### src/rtl/datapath_defs.sv
// Shared control/datapath definitions: state encodings, opcodes, aluop codes, mux selects.
package datapath_defs;

    typedef enum logic [3:0] {
        FETCH  = 4'd0,
        DECODE = 4'd1,
        MEMADR = 4'd2,
        MEMRD  = 4'd3,
        MEMWB  = 4'd4,
        MEMWR  = 4'd5,
        REXEC  = 4'd6,
        RWB    = 4'd7,
        IEXEC  = 4'd8,
        IWB    = 4'd9,
        BRANCH = 4'd10,
        JUMP   = 4'd11
    } state_t;

    localparam logic [3:0] OP_RARITH = 4'd0;
    localparam logic [3:0] OP_RLOGIC = 4'd1;
    localparam logic [3:0] OP_ADDI   = 4'd2;
    localparam logic [3:0] OP_ANDI   = 4'd3;
    localparam logic [3:0] OP_ORI    = 4'd4;
    localparam logic [3:0] OP_SLTI   = 4'd5;
    localparam logic [3:0] OP_LW     = 4'd6;
    localparam logic [3:0] OP_SW     = 4'd7;
    localparam logic [3:0] OP_BEQ    = 4'd8;
    localparam logic [3:0] OP_J      = 4'd9;

    localparam logic [2:0] ALU_RARITH = 3'b000;
    localparam logic [2:0] ALU_RLOGIC = 3'b001;
    localparam logic [2:0] ALU_ADD    = 3'b010;
    localparam logic [2:0] ALU_SUB    = 3'b011;
    localparam logic [2:0] ALU_OR     = 3'b100;
    localparam logic [2:0] ALU_AND    = 3'b101;
    localparam logic [2:0] ALU_SLT    = 3'b110;

    localparam logic [1:0] SRCB_B      = 2'b00;
    localparam logic [1:0] SRCB_FOUR   = 2'b01;
    localparam logic [1:0] SRCB_IMM    = 2'b10;
    localparam logic [1:0] SRCB_IMM_SH = 2'b11;

    localparam logic [1:0] PCS_ALU    = 2'b00;
    localparam logic [1:0] PCS_ALUOUT = 2'b01;
    localparam logic [1:0] PCS_JUMP   = 2'b10;

    typedef struct packed {
        logic       pc_write;
        logic       pc_write_cond;
        logic [1:0] pc_source;
        logic       i_or_d;
        logic       mem_read;
        logic       mem_write;
        logic       ir_write;
        logic       reg_dst;
        logic       mem_to_reg;
        logic       reg_write;
        logic       alu_src_a;
        logic [1:0] alu_src_b;
        logic [2:0] aluop;
        logic       illegal;
    } ctrl_t;

    function automatic logic [2:0] imm_aluop(input logic [3:0] op);
        case (op)
            OP_ANDI: return ALU_AND;
            OP_ORI:  return ALU_OR;
            OP_SLTI: return ALU_SLT;
            default: return ALU_ADD;
        endcase
    endfunction

endpackage

### src/rtl/main_ctrl_outdec.sv
// Combinational strobe decode from current state, live/latched opcode and mem_ready.
module main_ctrl_outdec
    import datapath_defs::*;
(
    input  state_t     state,
    input  logic [3:0] opcode,
    input  logic [3:0] op_latched,
    input  logic       mem_ready,
    output ctrl_t      ctrl
);

    always_comb begin
        ctrl       = '0;
        ctrl.aluop = ALU_ADD;
        case (state)
            FETCH: begin
                ctrl.mem_read  = 1'b1;
                ctrl.alu_src_b = SRCB_FOUR;
                ctrl.pc_source = PCS_ALU;
                ctrl.ir_write  = mem_ready;
                ctrl.pc_write  = mem_ready;
            end
            DECODE: begin
                ctrl.alu_src_b = SRCB_IMM_SH;
                // IR only becomes valid this cycle, so use the live opcode
                ctrl.illegal   = (opcode > OP_J);
            end
            MEMADR: begin
                ctrl.alu_src_a = 1'b1;
                ctrl.alu_src_b = SRCB_IMM;
            end
            MEMRD: begin
                ctrl.mem_read = 1'b1;
                ctrl.i_or_d   = 1'b1;
            end
            MEMWB: begin
                ctrl.reg_write  = 1'b1;
                ctrl.mem_to_reg = 1'b1;
            end
            MEMWR: begin
                ctrl.mem_write = 1'b1;
                ctrl.i_or_d    = 1'b1;
            end
            REXEC, RWB: begin
                ctrl.aluop = (op_latched == OP_RLOGIC) ? ALU_RLOGIC : ALU_RARITH;
                if (state == REXEC) begin
                    ctrl.alu_src_a = 1'b1;
                    ctrl.alu_src_b = SRCB_B;
                end else begin
                    ctrl.reg_write = 1'b1;
                    ctrl.reg_dst   = 1'b1;
                end
            end
            IEXEC, IWB: begin
                ctrl.aluop = imm_aluop(op_latched);
                if (state == IEXEC) begin
                    ctrl.alu_src_a = 1'b1;
                    ctrl.alu_src_b = SRCB_IMM;
                end else begin
                    ctrl.reg_write = 1'b1;
                end
            end
            BRANCH: begin
                ctrl.alu_src_a     = 1'b1;
                ctrl.alu_src_b     = SRCB_B;
                ctrl.aluop         = ALU_SUB;
                ctrl.pc_write_cond = 1'b1;
                ctrl.pc_source     = PCS_ALUOUT;
            end
            JUMP: begin
                ctrl.pc_write  = 1'b1;
                ctrl.pc_source = PCS_JUMP;
            end
            default: ;
        endcase
    end

endmodule

### src/rtl/main_controller.sv
// Multicycle main control FSM: state register, latched opcode, retired-instruction counter.
module main_controller
    import datapath_defs::*;
#(
    parameter int CNT_W = 16
) (
    input  logic             clk,
    input  logic             rst,
    input  logic [3:0]       opcode,
    input  logic             zero,
    input  logic             mem_ready,
    output logic             pc_write,
    output logic             pc_write_cond,
    output logic [1:0]       pc_source,
    output logic             i_or_d,
    output logic             mem_read,
    output logic             mem_write,
    output logic             ir_write,
    output logic             reg_dst,
    output logic             mem_to_reg,
    output logic             reg_write,
    output logic             alu_src_a,
    output logic [1:0]       alu_src_b,
    output logic [2:0]       aluop,
    output logic             illegal,
    output logic [3:0]       state,
    output logic [CNT_W-1:0] retired
);

    localparam logic [CNT_W-1:0] CNT_ONE = CNT_W'(1);

    state_t     cur, nxt;
    logic [3:0] op_q;
    logic       retire;
    ctrl_t      dec, ctrl;

    // The zero flag qualifies pc_write_cond in the datapath, not here
    logic unused_zero;
    assign unused_zero = zero;

    always_ff @(posedge clk or posedge rst) begin
        if (rst) begin
            cur     <= FETCH;
            op_q    <= '0;
            retired <= '0;
        end else begin
            cur <= nxt;
            if (cur == DECODE)
                op_q <= opcode;
            if (retire)
                retired <= retired + CNT_ONE;
        end
    end

    always_comb begin
        nxt = FETCH;
        case (cur)
            FETCH:  nxt = mem_ready ? DECODE : FETCH;
            DECODE: begin
                case (opcode)
                    OP_RARITH, OP_RLOGIC:             nxt = REXEC;
                    OP_ADDI, OP_ANDI, OP_ORI, OP_SLTI: nxt = IEXEC;
                    OP_LW, OP_SW:                     nxt = MEMADR;
                    OP_BEQ:                           nxt = BRANCH;
                    OP_J:                             nxt = JUMP;
                    default:                          nxt = FETCH;
                endcase
            end
            MEMADR: nxt = (op_q == OP_SW) ? MEMWR : MEMRD;
            MEMRD:  nxt = mem_ready ? MEMWB : MEMRD;
            MEMWR:  nxt = mem_ready ? FETCH : MEMWR;
            REXEC:  nxt = RWB;
            IEXEC:  nxt = IWB;
            default: nxt = FETCH;
        endcase
    end

    always_comb begin
        case (cur)
            MEMWB, MEMWR, RWB, IWB, BRANCH, JUMP: retire = (nxt == FETCH);
            default:                             retire = 1'b0;
        endcase
    end

    main_ctrl_outdec u_outdec (
        .state      (cur),
        .opcode     (opcode),
        .op_latched (op_q),
        .mem_ready  (mem_ready),
        .ctrl       (dec)
    );

    // Reset forces every strobe low while leaving the aluop default visible
    always_comb begin
        ctrl = dec;
        if (rst) begin
            ctrl       = '0;
            ctrl.aluop = dec.aluop;
        end
    end

    assign pc_write      = ctrl.pc_write;
    assign pc_write_cond = ctrl.pc_write_cond;
    assign pc_source     = ctrl.pc_source;
    assign i_or_d        = ctrl.i_or_d;
    assign mem_read      = ctrl.mem_read;
    assign mem_write     = ctrl.mem_write;
    assign ir_write      = ctrl.ir_write;
    assign reg_dst       = ctrl.reg_dst;
    assign mem_to_reg    = ctrl.mem_to_reg;
    assign reg_write     = ctrl.reg_write;
    assign alu_src_a     = ctrl.alu_src_a;
    assign alu_src_b     = ctrl.alu_src_b;
    assign aluop         = ctrl.aluop;
    assign illegal       = ctrl.illegal;
    assign state         = cur;

endmodule

### config.mk
export PLATFORM = sky130hd
export DESIGN_NAME = main_controller
export DESIGN_NICKNAME = d
export VERILOG_FILES = /design/src/rtl/datapath_defs.sv /design/src/rtl/main_ctrl_outdec.sv /design/src/rtl/main_controller.sv
export SDC_FILE = /design/constraint.sdc
export NUM_CORES = 1
export LEC_CHECK = 0
export CAP_MARGIN = 20
export CORE_MARGIN = 1.5
export CORE_UTILIZATION = 49
export CTS_BUF_LIST = sky130_fd_sc_hd__clkbuf_4 sky130_fd_sc_hd__clkbuf_8
export DETAILED_ROUTE_END_ITERATION = 7
export PLACE_DENSITY = 0.83
export SLEW_MARGIN = 20
export SYNTH_ARGS = -nofsm -noshare
export SYNTH_HDL_FRONTEND = slang
export SYNTH_HIERARCHICAL = 1
export SYNTH_SLANG_ARGS = --single-unit
### constraint.sdc
create_clock -name clk -period 2.69 [get_ports clk]
set_clock_uncertainty 0.05 [all_clocks]
set_input_delay 0.269 -clock clk [delete_from_list [all_inputs] [get_ports clk]]
set_output_delay 0.269 -clock clk [all_outputs]
set_load 0.02 [all_outputs]
* Yosys cells after proc, flatten, opt, wreduce, memory -nomap -nowiden
Memories as Yosys holds them, arrays and structs flattened.
Cells that the tools add are included.
** Cells by class
- Add/subtract/negate cells :: 1
- Reductions and logical operators :: 8
- Multiplexer cells :: 27
- $lt $le $gt $ge :: 1
- Eq/ne operators :: 16
** Operator list (count)
- $eq A4 B3 Y1 const B :: 7
- $pmux W4 S7 :: 1
- $mux W18 :: 1
- $pmux W3 S3 :: 2
- $add A16 B1 Y16 const B :: 1
- $eq A4 B4 Y1 const B :: 4
- $mux W3 :: 5
- $mux W1 :: 13
- $eq A4 B2 Y1 const B :: 3
- $pmux W2 S5 :: 1
- $reduce_or A2 Y1 :: 5
- $eq A4 B1 Y1 const B :: 2
- $logic_not A4 Y1 :: 2
- $pmux W1 S3 :: 2
- $reduce_or A6 Y1 :: 1
- $gt A4 B4 Y1 const B :: 1
- $pmux W2 S2 :: 1
- $pmux W1 S2 :: 1
** Word-level totals
- Logic and storage cells :: 57
- Flip-flop bits (word level) :: 24
- Bits of input ports :: 8
- Output and inout bits :: 38
- Memory bits (read-only) :: 64
- Memories kept :: 1
** Memory list
- (no name shown) :: depth 16, bits a word 4, rd ports 1, clocked after Yosys merged registers in 0, write ports 0, RTL line main_controller.sv:60 : case (opcode)

* Depth between registers and ports, before layout
- Depth after elaboration :: 5
- Mapped depth :: 8
- Mapped depth without buffers :: 8

* Cells and area by module
Netlist, hierarchy kept.
** By module, submodules not included
- main_controller :: seq. area each 600.6 um^2, area each 1361.3 um^2, cells each 128, instances 1
- main_ctrl_outdec :: seq. area each 0.0 um^2, area each 277.8 um^2, cells each 46, instances 1

* Worst setup path before layout
Ideal clock, no wire load.
- Kind :: reg-to-output
- Start point :: register cur[2] (netlist: state[2])
- End point :: output port aluop[2]
- Data required time :: 2.371 ns
- Setup slack :: 0.353 ns
- Buffers on the path :: 1
- Arrival time :: 2.018 ns
- Stages on the path, launching flop included :: 4
- Cells stage by stage :: dfrtp_1 -> buf_2 -> nand2b_1 -> a2111oi_0
** On the way
- Longest elaborated chain between the ends :: 4
- Elaborated cells on any way between the ends :: 9
- Those cells by class :: 5 x eq/ne; 2 x mux; 2 x reduce/logical
** Ends and longest elaborated chain
- start: declaration :: RTL line main_controller.sv:32 : state_t cur, nxt;
- start signal: assignment :: RTL line main_controller.sv:47 : cur <= nxt;
- $eq A4 B4 Y1 or $eq A4 B3 Y1 (tied branches) :: RTL line main_ctrl_outdec.sv:15 : case (state)
- $reduce_or A2 Y1 :: RTL line main_ctrl_outdec.sv:15
- $pmux W3 S3 (*) :: RTL line main_ctrl_outdec.sv:15
- $mux W18 (*) :: RTL line main_controller.sv:96 : if (rst) begin
- end: declaration :: RTL line main_controller.sv:24 : output logic [2:0] aluop,
Every way passes the cells marked *; elsewhere a longest branch is shown, timed or not.

==> flow_metrics.env <==
export IMPL_outcome="finished clean"
export IMPL_rows=20
export IMPL_use_met3_pct=3.84
export IMPL_cts_repair_resized=1
export IMPL_final_setup_viol_count=0
export IMPL_final_area_sq_um=2180
export IMPL_multi_input_area_sq_um=968
export IMPL_slew_violations=0
export IMPL_cp_arrival_ns=2.26
export IMPL_p_switching_w=0.000953
export IMPL_dr_first_iter_drc_count=49
export IMPL_pin_count=46
export IMPL_start_util_pct=52.8
export IMPL_timing_rr_start="state[3]"
export IMPL_core_area_sq_um=3100
export IMPL_rrSetupSlack_ns=0.53
export IMPL_cts_buffers=3
export IMPL_area_growth_pct=33.1
export IMPL_syn_area_per_cell_sq_um=9.42
export IMPL_regToRegEndpoint="retired[15]"
export IMPL_yosys_top_cells_area="dfrtp_1 37%, xnor2_1 6.9%, nor2b_1 6.1%, nand2b_1 3.8%, mux2_2 3.4%"
export IMPL_ys_seq_area_share_pct=36.6
export IMPL_io_buffer_count=44
export IMPL_synth_top_cells_by_count="24 x dfrtp_1, 16 x nor2b_1, 13 x xnor2_1, 12 x nand2_1, 11 x nor2_1"
export IMPL_synth_top_cell_area_share_pct=36.6
export IMPL_synth_warnings=6
export IMPL_cap_violations=0
export IMPL_fin_crit_ns=2.57
export IMPL_reg2reg_depth=7
export IMPL_dp_hpwl_um=2760
export IMPL_root_buffer="clkbuf_4"
export IMPL_hold_start="retired[15]"
export IMPL_intPower_w=0.00118
export IMPL_register_area_sq_um=603
export IMPL_utilization_pct=70.3
export IMPL_grt_pass1_wl_um=5830
export IMPL_grt_pass1_vias=1296
export IMPL_ys_flop_type="dfrtp_1"
export IMPL_whs_path_depth=1
export IMPL_finalSetupTns_ns=0
export IMPL_yosys_register_bits=24
export IMPL_gp_congestion=0.786
export IMPL_postCtsSetupBuffers=0
export IMPL_nets=231
export IMPL_peakVddDrop_uv=714
export IMPL_combPwrFrac_pct=59.8
export IMPL_syn_nets=184
export IMPL_dr_pass1_iters=4
export IMPL_fill_cells=275
export IMPL_pwr_share_seq_pct=31.1
export IMPL_grt_antenna_before_repair=0
export IMPL_placed_area_sq_um=2140
export IMPL_hold_class="reg -> reg"
export IMPL_ant_nets=0
export IMPL_drcViolationCount=0
export IMPL_synth_edf_count=0
export IMPL_drt_wl_total_um=3650
export IMPL_use_met1_pct=27.6
export IMPL_syn_inst=174
export IMPL_crit_type="reg -> out"
export IMPL_p_per_area_nw_per_um2=976
export IMPL_cts_tree="done"
export IMPL_hold_viol_final=0
export IMPL_pwr_share_clk_pct=9.1
export IMPL_min_to="retired[15]"
export IMPL_hold_buffers=0
export IMPL_drive_gt1_share_pct=12.7
export IMPL_dieWidth_um=60.8
export IMPL_yosysMostFrequentCell="dfrtp_1"
export IMPL_wl_per_cell_um=13.8
export IMPL_insertion_delay_ns=0.32
export IMPL_grt_max_degree=17
export IMPL_fin_crit_sh_pct=95.7
export IMPL_die_h_um=60.8
export IMPL_rsz0062_at_grt="false"
export IMPL_met2_usage_pct=34.7
export IMPL_fmax_mhz=388
export IMPL_worst_pin_slew_ns=0.556
export IMPL_clock_path_buffers=2
export IMPL_die_area_sq_um=3700
export IMPL_cts_sinks=24
export IMPL_crit_fanout=11
export IMPL_slew_headroom_pct=62.0
export IMPL_num_vias=1456
export IMPL_htree_num_levels=1
export IMPL_synth_top_area_cell="dfrtp_1"
export IMPL_synthArstFlopShare_pct=100
export IMPL_crit_path_end_kind="output port"
export IMPL_netlist_area_sq_um=1640
export IMPL_clk_pin_slew_ns=0.12
export IMPL_leakage_nw=0.855
export IMPL_top_usage_layer="met2"
export IMPL_track_usage_pct=21.1
export IMPL_p_sw_share_pct=44.8
export IMPL_cp_data_required_time_ns=2.37
export IMPL_synth_cell_types=46
export IMPL_drt_vias_per_instance=5.52
export IMPL_overflow=0
export IMPL_antenna_cells=0
export IMPL_start_kind="flop"
==> metrics by stage <==
step / hold slack [ns] / total power (W) / std cells / setup slack, ns
after floorplan: 0.371 / 0.00149 / 174 / 0.353
after CTS: 0.456 / 0.00213 / 264 / 0.0482
after global routing: 0.474 / 0.00227 / 264 / 0.0143
after detailed placement: 0.431 / 0.00193 / 260 / 0.329
after global placement: 0.415 / 0.00186 / 260 / 0.341
final: 0.446 / 0.00213 / 264 / 0.116
==> layer usage <==
| metal | up-vias | part of all wire, % |
|---|---|---|
| li1 | 703 | - |
| met5 | - | 0 |
| met3 | 4 | 4.3 |
| met1 | 709 | 45 |
| met2 | 40 | 50 |
| met4 | 0 | 1.2 |
==> logic make-up after synthesis <==
group	synth area share, %
AND/OR/NAND/NOR	32.9
flip-flops	36.6
AO/OA/AOI/OAI	10.5
XOR/XNOR	10.2
buffers and inverters	4.27
multiplexers	4.05
adder cells (fa/ha/maj)	1.53
==> cells in the final DEF, fill, tap and decap left out, types with 2 or more instances in the layout <==
cell,n
nand4_1,8
nor2b_1,16
mux2_2,5
and3_1,2
xnor2_1,13
nand4b_1,2
clkbuf_4,3
ha_1,2
nand3b_1,2
nand2_1,12
nand2b_1,10
clkdlybuf4s50_1,43
nor3b_1,2
nor3_1,6
dfrtp_2,2
nor4_4,2
inv_1,4
a2111oi_0,2
xor2_1,6
nand3_1,6
buf_4,8
dfrtp_1,22
a21oi_1,4
nor2_1,11
o21ai_0,4
==> worst max-delay path, cell delays in order (launching register included) <==
cell	delay (ns)
dfrtp_2	0.51
buf_4	0.20
nand2b_1	0.19
nor4_1	0.25
nor2b_1	0.17
clkdlybuf4s50_1	0.62
==> how the worst max path moves through the flow <==
stage / start / to / slack [ns] / cells after the start
after floorplan: state[2] / aluop[2] / 0.35 / 3
after global placement: mem_ready / pc_write / 0.34 / 6
after detailed placement: mem_ready / pc_write / 0.33 / 6
after CTS: state[1] / illegal / 0.05 / 5
after global routing: state[3] / reg_write / 0.01 / 5
final: state[1] / illegal / 0.12 / 5
==> registers in the layout, indices dropped and copies added, names as in the netlist <==
signal	flops
op_q	4
retired	16
state	4
==> area by class of cell <==
| class | count | share of cell area, % |
|---|---|---|
| Timing Repair Buffer | 52 | 23.1 |
| Tap cell | 44 | 2.52 |
| Sequential cell | 24 | 27.7 |
| Clock buffer | 4 | 1.66 |
| Multi-Input combinational cell | 136 | 44.4 |
| Inverter | 4 | 0.688 |
==> power groups by stage <==
stage | Clock (W) | Combinational, W | Sequential, W
after global routing | 0.000208 | 0.00137 | 0.000686
after global placement | 0 | 0.00122 | 0.000644
final | 0.000194 | 0.00127 | 0.000663
after floorplan | 0 | 0.000809 | 0.000683
after CTS | 0.000199 | 0.00127 | 0.000657
after detailed placement | 0 | 0.00127 | 0.000663
(Power assumes the default switching activity.)
